===== src/rtl/cla_adder_arbiter_if.sv =====
// Bus bundle between two requesters, the result consumer, the shared adder and the arbiter.
// The master side drives requests, rsp_ready and add_sum; the slave side is the arbiter.
interface cla_adder_arbiter_if #(
  parameter int DW = 11
);
  logic          req0_valid;
  logic          req0_ready;
  logic          req0_op;
  logic [DW-1:0] req0_a;
  logic [DW-1:0] req0_b;
  logic          req1_valid;
  logic          req1_ready;
  logic          req1_op;
  logic [DW-1:0] req1_a;
  logic [DW-1:0] req1_b;
  logic [DW-1:0] add_c;
  logic [DW-1:0] add_d;
  logic [DW:0]   add_sum;
  logic          rsp_valid;
  logic          rsp_ready;
  logic          rsp_id;
  logic [DW:0]   rsp_result;

  modport master (
    output req0_valid, req0_op, req0_a, req0_b,
    output req1_valid, req1_op, req1_a, req1_b,
    input  req0_ready, req1_ready,
    input  add_c, add_d,
    output add_sum,
    input  rsp_valid, rsp_id, rsp_result,
    output rsp_ready
  );

  modport slave (
    input  req0_valid, req0_op, req0_a, req0_b,
    input  req1_valid, req1_op, req1_a, req1_b,
    output req0_ready, req1_ready,
    output add_c, add_d,
    input  add_sum,
    output rsp_valid, rsp_id, rsp_result,
    input  rsp_ready
  );
endinterface


===== src/rtl/cla_adder_arbiter.sv =====
// Round-robin arbiter time-sharing one combinational DW-bit adder (no carry-in) between two requesters.
// SUB takes two adder passes: first forms the two's complement of b, then adds it to a.
module cla_adder_arbiter #(
  parameter int   DW      = 11,
  parameter logic RR_INIT = 1'b1
) (
  input  logic               clk,
  input  logic               rst,
  cla_adder_arbiter_if.slave bus
);

  typedef enum logic [1:0] {IDLE = 2'd0, NEG = 2'd1, EXEC = 2'd2, RESP = 2'd3} state_t;

  state_t        state_q, state_d;
  logic          last_q, last_d;
  logic          id_q, id_d;
  logic          op_q, op_d;
  logic [DW-1:0] a_q, a_d;
  logic [DW-1:0] b_q, b_d;
  logic [DW:0]   t_q, t_d;
  logic [DW:0]   result_q, result_d;
  logic          rsp_valid_q, rsp_valid_d;
  logic          rsp_id_q, rsp_id_d;

  logic          gnt_any;
  logic          gnt_id;

  // On a tie the requester that did not win last time is granted.
  always_comb begin
    gnt_any = bus.req0_valid | bus.req1_valid;
    gnt_id  = (bus.req0_valid && bus.req1_valid) ? ~last_q : bus.req1_valid;
  end

  always_ff @(posedge clk or posedge rst) begin
    if (rst) begin
      state_q <= IDLE;
    end else begin
      state_q <= state_d;
    end
  end

  always_ff @(posedge clk or posedge rst) begin
    if (rst) begin
      last_q      <= RR_INIT;
      id_q        <= 1'b0;
      op_q        <= 1'b0;
      a_q         <= '0;
      b_q         <= '0;
      t_q         <= '0;
      result_q    <= '0;
      rsp_valid_q <= 1'b0;
      rsp_id_q    <= 1'b0;
    end else begin
      last_q      <= last_d;
      id_q        <= id_d;
      op_q        <= op_d;
      a_q         <= a_d;
      b_q         <= b_d;
      t_q         <= t_d;
      result_q    <= result_d;
      rsp_valid_q <= rsp_valid_d;
      rsp_id_q    <= rsp_id_d;
    end
  end

  always_comb begin
    state_d     = state_q;
    last_d      = last_q;
    id_d        = id_q;
    op_d        = op_q;
    a_d         = a_q;
    b_d         = b_q;
    t_d         = t_q;
    result_d    = result_q;
    rsp_valid_d = rsp_valid_q;
    rsp_id_d    = rsp_id_q;
    case (state_q)
      IDLE: begin
        if (gnt_any) begin
          id_d    = gnt_id;
          last_d  = gnt_id;
          op_d    = gnt_id ? bus.req1_op : bus.req0_op;
          a_d     = gnt_id ? bus.req1_a : bus.req0_a;
          b_d     = gnt_id ? bus.req1_b : bus.req0_b;
          state_d = (gnt_id ? bus.req1_op : bus.req0_op) ? NEG : EXEC;
        end
      end
      NEG: begin
        t_d     = bus.add_sum;
        state_d = EXEC;
      end
      EXEC: begin
        // t[DW] is set only when b was zero, where the second pass cannot carry out.
        result_d    = op_q ? {bus.add_sum[DW] | t_q[DW], bus.add_sum[DW-1:0]} : bus.add_sum;
        rsp_valid_d = 1'b1;
        rsp_id_d    = id_q;
        state_d     = RESP;
      end
      RESP: begin
        if (bus.rsp_ready) begin
          rsp_valid_d = 1'b0;
          state_d     = IDLE;
        end
      end
      default: state_d = IDLE;
    endcase
  end

  always_comb begin
    bus.req0_ready = 1'b0;
    bus.req1_ready = 1'b0;
    bus.add_c      = '0;
    bus.add_d      = '0;
    case (state_q)
      IDLE: begin
        if (!rst && gnt_any) begin
          bus.req0_ready = ~gnt_id;
          bus.req1_ready = gnt_id;
        end
      end
      NEG: begin
        bus.add_c = ~b_q;
        bus.add_d = {{(DW-1){1'b0}}, 1'b1};
      end
      EXEC: begin
        bus.add_c = a_q;
        bus.add_d = op_q ? t_q[DW-1:0] : b_q;
      end
      default: ;
    endcase
  end

  assign bus.rsp_valid  = rsp_valid_q;
  assign bus.rsp_id     = rsp_id_q;
  assign bus.rsp_result = result_q;

endmodule


===== src/flat_wrapper.sv =====
// flat-port wrapper written by rule: the top's interface ports become plain ports
module cla_adder_arbiter_flat 
#(
  parameter int   DW      = 11,
  parameter logic RR_INIT = 1'b1
)
  (clk, rst, bus_req0_valid, bus_req0_op, bus_req0_a, bus_req0_b, bus_req1_valid, bus_req1_op, bus_req1_a, bus_req1_b, bus_req0_ready, bus_req1_ready, bus_add_c, bus_add_d, bus_add_sum, bus_rsp_valid, bus_rsp_id, bus_rsp_result, bus_rsp_ready);
  cla_adder_arbiter_if #(.DW(DW)) bus_i ();
  input  logic clk;
  input  logic rst;
  input wire logic [$bits(bus_i.req0_valid)-1:0] bus_req0_valid;
  input wire logic [$bits(bus_i.req0_op)-1:0] bus_req0_op;
  input wire logic [$bits(bus_i.req0_a)-1:0] bus_req0_a;
  input wire logic [$bits(bus_i.req0_b)-1:0] bus_req0_b;
  input wire logic [$bits(bus_i.req1_valid)-1:0] bus_req1_valid;
  input wire logic [$bits(bus_i.req1_op)-1:0] bus_req1_op;
  input wire logic [$bits(bus_i.req1_a)-1:0] bus_req1_a;
  input wire logic [$bits(bus_i.req1_b)-1:0] bus_req1_b;
  output wire logic [$bits(bus_i.req0_ready)-1:0] bus_req0_ready;
  output wire logic [$bits(bus_i.req1_ready)-1:0] bus_req1_ready;
  output wire logic [$bits(bus_i.add_c)-1:0] bus_add_c;
  output wire logic [$bits(bus_i.add_d)-1:0] bus_add_d;
  input wire logic [$bits(bus_i.add_sum)-1:0] bus_add_sum;
  output wire logic [$bits(bus_i.rsp_valid)-1:0] bus_rsp_valid;
  output wire logic [$bits(bus_i.rsp_id)-1:0] bus_rsp_id;
  output wire logic [$bits(bus_i.rsp_result)-1:0] bus_rsp_result;
  input wire logic [$bits(bus_i.rsp_ready)-1:0] bus_rsp_ready;
  assign bus_i.req0_valid = bus_req0_valid;
  assign bus_i.req0_op = bus_req0_op;
  assign bus_i.req0_a = bus_req0_a;
  assign bus_i.req0_b = bus_req0_b;
  assign bus_i.req1_valid = bus_req1_valid;
  assign bus_i.req1_op = bus_req1_op;
  assign bus_i.req1_a = bus_req1_a;
  assign bus_i.req1_b = bus_req1_b;
  assign bus_req0_ready = bus_i.req0_ready;
  assign bus_req1_ready = bus_i.req1_ready;
  assign bus_add_c = bus_i.add_c;
  assign bus_add_d = bus_i.add_d;
  assign bus_i.add_sum = bus_add_sum;
  assign bus_rsp_valid = bus_i.rsp_valid;
  assign bus_rsp_id = bus_i.rsp_id;
  assign bus_rsp_result = bus_i.rsp_result;
  assign bus_i.rsp_ready = bus_rsp_ready;
  cla_adder_arbiter #(.DW(DW), .RR_INIT(RR_INIT)) u_core (.clk(clk), .rst(rst), .bus(bus_i));
endmodule

===== config.mk =====
export PLATFORM = sky130hd
export DESIGN_NAME = cla_adder_arbiter_flat
export DESIGN_NICKNAME = d
export VERILOG_FILES = /design/src/rtl/cla_adder_arbiter_if.sv /design/src/rtl/cla_adder_arbiter.sv /design/src/flat_wrapper.sv
export SDC_FILE = /design/constraint.sdc
export NUM_CORES = 1
export LEC_CHECK = 0
export CAP_MARGIN = 20
export CELL_PAD_IN_SITES_DETAIL_PLACEMENT = 0
export CELL_PAD_IN_SITES_GLOBAL_PLACEMENT = 1
export CORE_MARGIN = 2
export CORE_UTILIZATION = 36
export CTS_CLUSTER_DIAMETER = 120
export DETAILED_ROUTE_END_ITERATION = 8
export GPL_TIMING_DRIVEN = 0
export PLACE_DENSITY = 0.83
export SLEW_MARGIN = 20
export SYNTH_ARGS = -nofsm -noshare
export SYNTH_HDL_FRONTEND = slang
export SYNTH_SLANG_ARGS = --single-unit

===== constraint.sdc =====
create_clock -name clk -period 4.2 [get_ports clk]
set_input_delay 1.05 -clock clk [delete_from_list [all_inputs] [get_ports clk]]
set_output_delay 1.05 -clock clk [all_outputs]
set_load 0.02 [all_outputs]

==> results of run 1 <==
where the power goes:
part	internal [mW]	switching [mW]	leakage, nW
registers	0.771	0.152	0.633
logic	0.783	0.818	0.984
clock network	0.118	0.159	0.0385
total	1.67	1.13	1.66
cell families after synthesis:
family | count (synthesis) | synth area share (%)
compound gates | 47 | 10.6
fa+ha+maj | 6 | 2.76
flops | 53 | 48.8
mux | 57 | 22.1
buf+inv | 21 | 4.18
simple gates | 70 | 11.5
layout make-up:
class	count	area (um^2)
clock buffers	7	76.3
multi-input cells	180	1280
plain buffers	16	95.1
clock inverters	1	7.51
repair buffers	100	1000
well taps	99	124
fillers	692	3360
flip-flops and latches	53	1330
inverters	5	21.3
metrics by stage:
step | power [mW] | util (%)
after CTS | 2.83 | 53.9
after floorplan | 1.90 | -
final | 2.80 | 54.0
after global routing | 3.01 | 54.0
after detailed placement | 2.55 | 52.8
after global placement | 2.51 | 52.7
per-layer routing:
metal	GRT usage [%]	vias up
met5	0	-
met4	4.29	0
met3	4.15	4
met2	29.2	68
met1	22.7	1038
li1	-	1088
cells in the mapped netlist, drive strengths merged:
cell type  number
o22ai           1
buf            10
nand2b         11
mux2           25
a21oi           4
nor2           13
o221ai          1
nor3            3
clkbuf          6
nand2          36
nor2b           3
and2            1
ha              6
o21ai          24
o22a            1
a22oi           1
a31oi           1
mux2i          32
nor3b           2
a21boi         12
dfstp           1
a22o            2
or2             1
dfrtp          52
inv             5
tightest hold or removal path: stages, from the launching register on:
cell and delay [ns]:
dfrtp_1 0.35, nand2_1 0.05, o21ai_1 0.06
state kept, by name, indices dropped and copies added, names as in the netlist:
name,flops
u_core.a_q,11
u_core.b_q,11
u_core.bus.rsp_id,1
u_core.bus.rsp_result,12
u_core.bus.rsp_valid,1
u_core.id_q,1
u_core.last_q,1
u_core.op_q,1
u_core.state_q,2
u_core.t_q,12
worst max-delay path by stage:
stage	slack, ns	endpoint
global placement	0.12	bus_req1_ready
global route	0.003	bus_req0_ready
floorplan	1.11	bus_req1_ready
CTS	0.09	bus_req1_ready
finish	0.14	bus_req0_ready
detailed placement	0.11	bus_req1_ready
what timing repair did:
item	4_1_cts	5_1_grt
resized for setup	0	1
setup endpoints to repair	0	1
setup buffers	0	0
==> flow_metrics.py, run 1 <==
metrics = {
    "status": {
        "status": "finished clean",
    },
    "drt": {
        "ant_nets": 0,
        "first_pass_iters": 4,
        "vias": 2198,
        "drt_wl_total_um": 6990,
        "dr_wl_met3_um": 392,
        "wire_per_inst_um": 15.2,
        "routed_via_density": 4.77,
        "wirelength_met1_um": 3150,
        "top_layer_used": "met4",
        "route.detailed.drc": 0,
        "dr.first_iter.drc_count": 57,
        "wl_met2_um": 3380,
    },
    "finish": {
        "syn_to_final_growth_pct": 44.6,
        "antenna_cells": 0,
        "fin_area_um2": 3940,
        "nets": 430,
        "final_cell_mix": "clkdlybuf4s50_1 (99), dfrtp_1 (52), nand2_1 (36), mux2i_1 (32)",
        "layout_commonest_cell": "clkdlybuf4s50_1",
        "final_layout_size_suffix_gt1_share_pct": 11.9,
        "fin_cells": 461,
    },
    "sta": {
        "rsz0062_at_grt": "no",
        "tightest_slew_ns": 0.656,
        "hold_slack_ns": 0.494,
        "fin_crit_ns": 4.06,
        "fin_setup_tns_ns": 0,
        "setup_ws_ns": 0.136,
        "finalClockSkew_ns": 0.00591,
        "setup-violations-final": 0,
        "slew-limit-headroom_pct": 56.3,
        "drv_slew": 0,
        "hold_viol_final": 0,
        "min_period_over_period_pct": 96.8,
        "fmax_ghz": 0.246,
    },
    "worst_setup_path": {
        "cpLargestDelayFamily": "buffers and inverters",
        "crit_arrival_ns": 3.01,
        "r2r-start": "u_core.state_q[1]$_DFFE_PP0P_",
        "path_cells": "clkdlybuf4s50_1, o21ai_1, buf_2, buf_2, nor3_1, clkdlybuf4s50_1",
        "cp_slowest_cell": "clkdlybuf4s50_1",
        "critical_path.max_fanout": 10,
        "crit_buf_inv": 4,
        "cp-end-kind": "primary output",
        "criticalPathCategory": "in2out",
        "r2r-end": "u_core.a_q[1]$_DFFE_PP0P_",
        "startpoint_type": "input port",
        "r2r_setup_slack_ns": 2.44,
        "cpPeakStageDelay_ns": 0.54,
        "r2r_cells": 7,
        "crit_start": "bus_req0_valid",
        "required_ns": 3.15,
        "cp_num_cells": 6,
    },
    "synthesis": {
        "synth.distinct_cells": 29,
        "synth_top_area_share_pct": 47.8,
        "syn_area_um2": 2720,
        "synth_area_leaders": "dfrtp_1 (48%), mux2i_1 (12%), mux2_2 (9.9%)",
        "synth-seq-area-share_pct": 48.8,
        "syn_avg_cell_area_um2": 10.7,
        "synth-seq-cells": 53,
        "synth_cells": 254,
        "synth_warnings": 0,
        "synth_largest_area_cell": "dfrtp_1",
        "syn_nets": 323,
    },
    "worst_hold_path": {
        "hp-class": "reg2reg",
        "hp-start": "u_core.a_q[4]$_DFFE_PP0P_",
        "holdPathEnd": "u_core.a_q[4]$_DFFE_PP0P_",
        "holdPathStages": 2,
    },
    "floorplanning": {
        "dieWidth_um": 90.9,
        "initial_utilization_pct": 37.3,
        "rows": 31,
        "dieHeight_um": 90.9,
        "die_area_um2": 8270,
        "coreArea_um2": 7290,
        "io_pins": 101,
    },
    "power_and_ir_drop": {
        "p_per_area_nw_per_um2": 712,
        "p_leak_nw": 1.66,
        "ir_drop_v": 0.000253,
    },
    "cts": {
        "cts_inserted_buffers": 5,
        "clk_latency_ns": 0.29,
        "cts_sinks": 53,
        "path_clk_slew_ns": 0.09,
        "cts_tree": "done",
        "holdBufCountCts": 0,
        "clockRootBuffer": "clkbuf_8",
        "cts_htree_levels": 2,
        "clk_path_buf_depth": 2,
    },
    "placed_design": {
        "port_buffers": 100,
        "dp_hpwl_um": 5430,
        "place_area_um2": 3850,
        "pre_cts_ws_ns": 0.110,
        "dp.cells": 453,
        "gp_congestion": 0.777,
    },
    "global_route": {
        "grt-ovfl-total": 0,
        "antenna_found_initial": 0,
        "grt_pass1_wl_um": 11400,
        "grt_pass1_vias": 2272,
        "grt_max_degree": 54,
        "track_usage_pct": 17.4,
    },
    "job": {
        "cap_viol_max_count": 0,
    },
}
(Power assumes the default switching activity.)
==> inputs of run 2 (changes only) <==
--- a/config.mk
+++ b/config.mk
@@ -6,14 +6,12 @@
 export NUM_CORES = 1
 export LEC_CHECK = 0
 export CAP_MARGIN = 20
-export CELL_PAD_IN_SITES_DETAIL_PLACEMENT = 0
-export CELL_PAD_IN_SITES_GLOBAL_PLACEMENT = 1
 export CORE_MARGIN = 2
-export CORE_UTILIZATION = 36
+export CORE_UTILIZATION = 40
 export CTS_CLUSTER_DIAMETER = 120
 export DETAILED_ROUTE_END_ITERATION = 8
 export GPL_TIMING_DRIVEN = 0
-export PLACE_DENSITY = 0.83
+export PLACE_DENSITY = 0.71
 export SLEW_MARGIN = 20
 export SYNTH_ARGS = -nofsm -noshare
 export SYNTH_HDL_FRONTEND = slang
==> run 2 against run 1 <==
Routed wire length fell by 2.1%. Combinational power hardly changed. Maximum frequency is 1.6% higher. Clock skew is 0.0027 ns lower. Die area shrank 9.6%. Cell count decreased by 4.1%. Register-to-register slack is essentially flat. Cell area about the same. Setup slack improved by 0.062 ns. Sequential power is essentially flat. Critical path depth unchanged.
==> flow_metrics.py, run 2 (same netlist as run 1, synthesis figures left out) <==
metrics = {
    "status": {
        "status": "finished clean",
    },
    "finish": {
        "fillers": 605,
        "antenna_cells": 0,
        "layout_commonest_cell": "clkdlybuf4s50_1",
        "final_cell_mix": "clkdlybuf4s50_1 (99), dfrtp_1 (52), nand2_1 (36), mux2i_1 (32)",
        "nets": 431,
        "syn_to_final_growth_pct": 44.5,
        "final_layout_size_suffix_gt1_share_pct": 12.2,
    },
    "sta": {
        "tightest_slew_ns": 0.496,
        "hold_slack_ns": 0.496,
        "hold_viol_final": 0,
        "finalClockSkew_ns": 0.00324,
        "setup_ws_ns": 0.198,
        "slew-limit-headroom_pct": 67.0,
        "fin_crit_ns": 4.00,
        "fmax_ghz": 0.250,
        "rsz0062_at_grt": "no",
        "drv_slew": 0,
        "setup-violations-final": 0,
        "min_period_over_period_pct": 95.3,
        "fin_setup_tns_ns": 0,
    },
    "worst_setup_path": {
        "path_cells": "clkdlybuf4s50_1, o21ai_1, buf_2, buf_2, nor3_1, clkdlybuf4s50_1",
        "startpoint_type": "input port",
        "cpLargestDelayFamily": "buffers and inverters",
        "crit_buf_inv": 4,
        "critical_path.max_fanout": 10,
        "crit_arrival_ns": 2.95,
        "criticalPathCategory": "in2out",
        "cp-end-kind": "primary output",
        "required_ns": 3.15,
        "cp_slowest_cell": "clkdlybuf4s50_1",
        "cpPeakStageDelay_ns": 0.54,
    },
    "drt": {
        "drt_wl_total_um": 6850,
        "vias": 2197,
        "dr.first_iter.drc_count": 69,
        "routed_via_density": 4.97,
        "wire_per_inst_um": 15.5,
        "ant_nets": 0,
        "first_pass_iters": 4,
        "route.detailed.drc": 0,
    },
    "floorplanning": {
        "coreArea_um2": 6680,
        "initial_utilization_pct": 40.7,
        "dieHeight_um": 86.5,
        "dieWidth_um": 86.5,
        "rows": 30,
        "die_area_um2": 7480,
        "io_pins": 101,
    },
    "global_route": {
        "antenna_found_initial": 0,
        "grt_max_degree": 34,
        "grt-ovfl-total": 0,
        "grt_pass1_vias": 2227,
        "track_usage_pct": 18.8,
        "grt_pass1_wl_um": 11000,
    },
    "cts": {
        "cts_inserted_buffers": 5,
        "clockRootBuffer": "clkbuf_8",
        "cts_htree_levels": 2,
        "holdBufCountCts": 0,
        "cts_tree": "done",
        "path_clk_slew_ns": 0.09,
        "clk_path_buf_depth": 2,
        "clk_latency_ns": 0.30,
        "cts_sinks": 53,
    },
    "power_and_ir_drop": {
        "p_per_area_nw_per_um2": 714,
        "p_leak_nw": 1.67,
        "ir_drop_v": 0.000221,
    },
    "placed_design": {
        "port_buffers": 100,
        "pre_cts_ws_ns": 0.132,
        "gp_congestion": 0.789,
        "dp_hpwl_um": 5360,
    },
    "worst_hold_path": {
        "hp-class": "reg2reg",
    },
    "job": {
        "cap_viol_max_count": 0,
    },
}
-- run 2: cell count changes in the layout (fill, tap and decap cells not counted), sizes merged --
cell	previous run	this run
buf	10	11
clkinvlp	1	0
-- run 2: metrics by stage --
stage | area (um^2) | cells | util, % | power [mW]
CTS | 3930 | 442 | 58.8 | 2.84
detailed placement | 3840 | 435 | 57.5 | 2.55
floorplan | 2720 | 254 | - | 1.90
global placement | 3820 | 434 | 57.2 | 2.50
finish | 3930 | 442 | 58.8 | 2.81
global route | 3930 | 442 | 58.8 | 3.01
-- run 2: worst paths after layout --
path / endpoint / cells after the start / slack [ns] / from
worst max-delay path: bus_req0_ready / 6 / 0.20 / bus_req0_valid
worst min-delay path: u_core.a_q[1]$_DFFE_PP0P_ / 2 / 0.50 / u_core.a_q[1]$_DFFE_PP0P_
worst max register to register: u_core.op_q$_DFFE_PP0P_ / 7 / 2.45 / u_core.state_q[0]$_DFFE_PP0P_
worst min register to register: u_core.a_q[1]$_DFFE_PP0P_ / 2 / 0.50 / u_core.a_q[1]$_DFFE_PP0P_
max in group asynchronous: u_core.bus.rsp_result[4]$_DFFE_PP0N_ / 3 / 2.52 / rst
min in group asynchronous: u_core.a_q[0]$_DFFE_PP0P_ / 2 / 1.14 / rst
-- run 2: worst min-delay path, delay by kind of cell, from the launching register on --
family | cells | cell delay (ns)
AND/OR/NAND/NOR | 1 | 0.05
flip-flops | 1 | 0.35
AO/OA/AOI/OAI | 1 | 0.06
-- run 2: final cells by class --
type	count	area (um^2)	area share, %
buffer	16	95.1	2.42
clock buffer	7	86.3	2.20
inverter	5	18.8	0.477
multi-input combinational	180	1280	32.6
sequential	53	1330	33.8
tap	80	100	2.55
timing repair buffer	101	1020	26.0
-- run 2: layer usage --
metal  vias up  wire length (um)  GRT usage, %
met5         -                 0             0
met4         0                97          5.11
met3        10               322          2.76
met2        68              3360          33.0
met1      1040              3060          24.3
li1       1079                 -             -
-- run 2: where the power goes --
part | total (mW) | switching [mW] | internal (mW)
Sequential | 0.923 | 0.151 | 0.772
Clock | 0.286 | 0.155 | 0.131
Combinational | 1.60 | 0.814 | 0.786
-- run 2: repair_timing --
action                                  CTS  global route
buffers inserted                          0             0
gates resized for setup                   0             1
endpoints found under the setup margin    0             1
==> inputs of run 3 (changes only) <==
--- a/config.mk
+++ b/config.mk
@@ -5,7 +5,6 @@
 export SDC_FILE = /design/constraint.sdc
 export NUM_CORES = 1
 export LEC_CHECK = 0
-export CAP_MARGIN = 20
 export CORE_MARGIN = 2
 export CORE_UTILIZATION = 40
 export CTS_CLUSTER_DIAMETER = 120
==> results of run 3 <==
Final layout, timing and power as in run 2 (identical DEF).
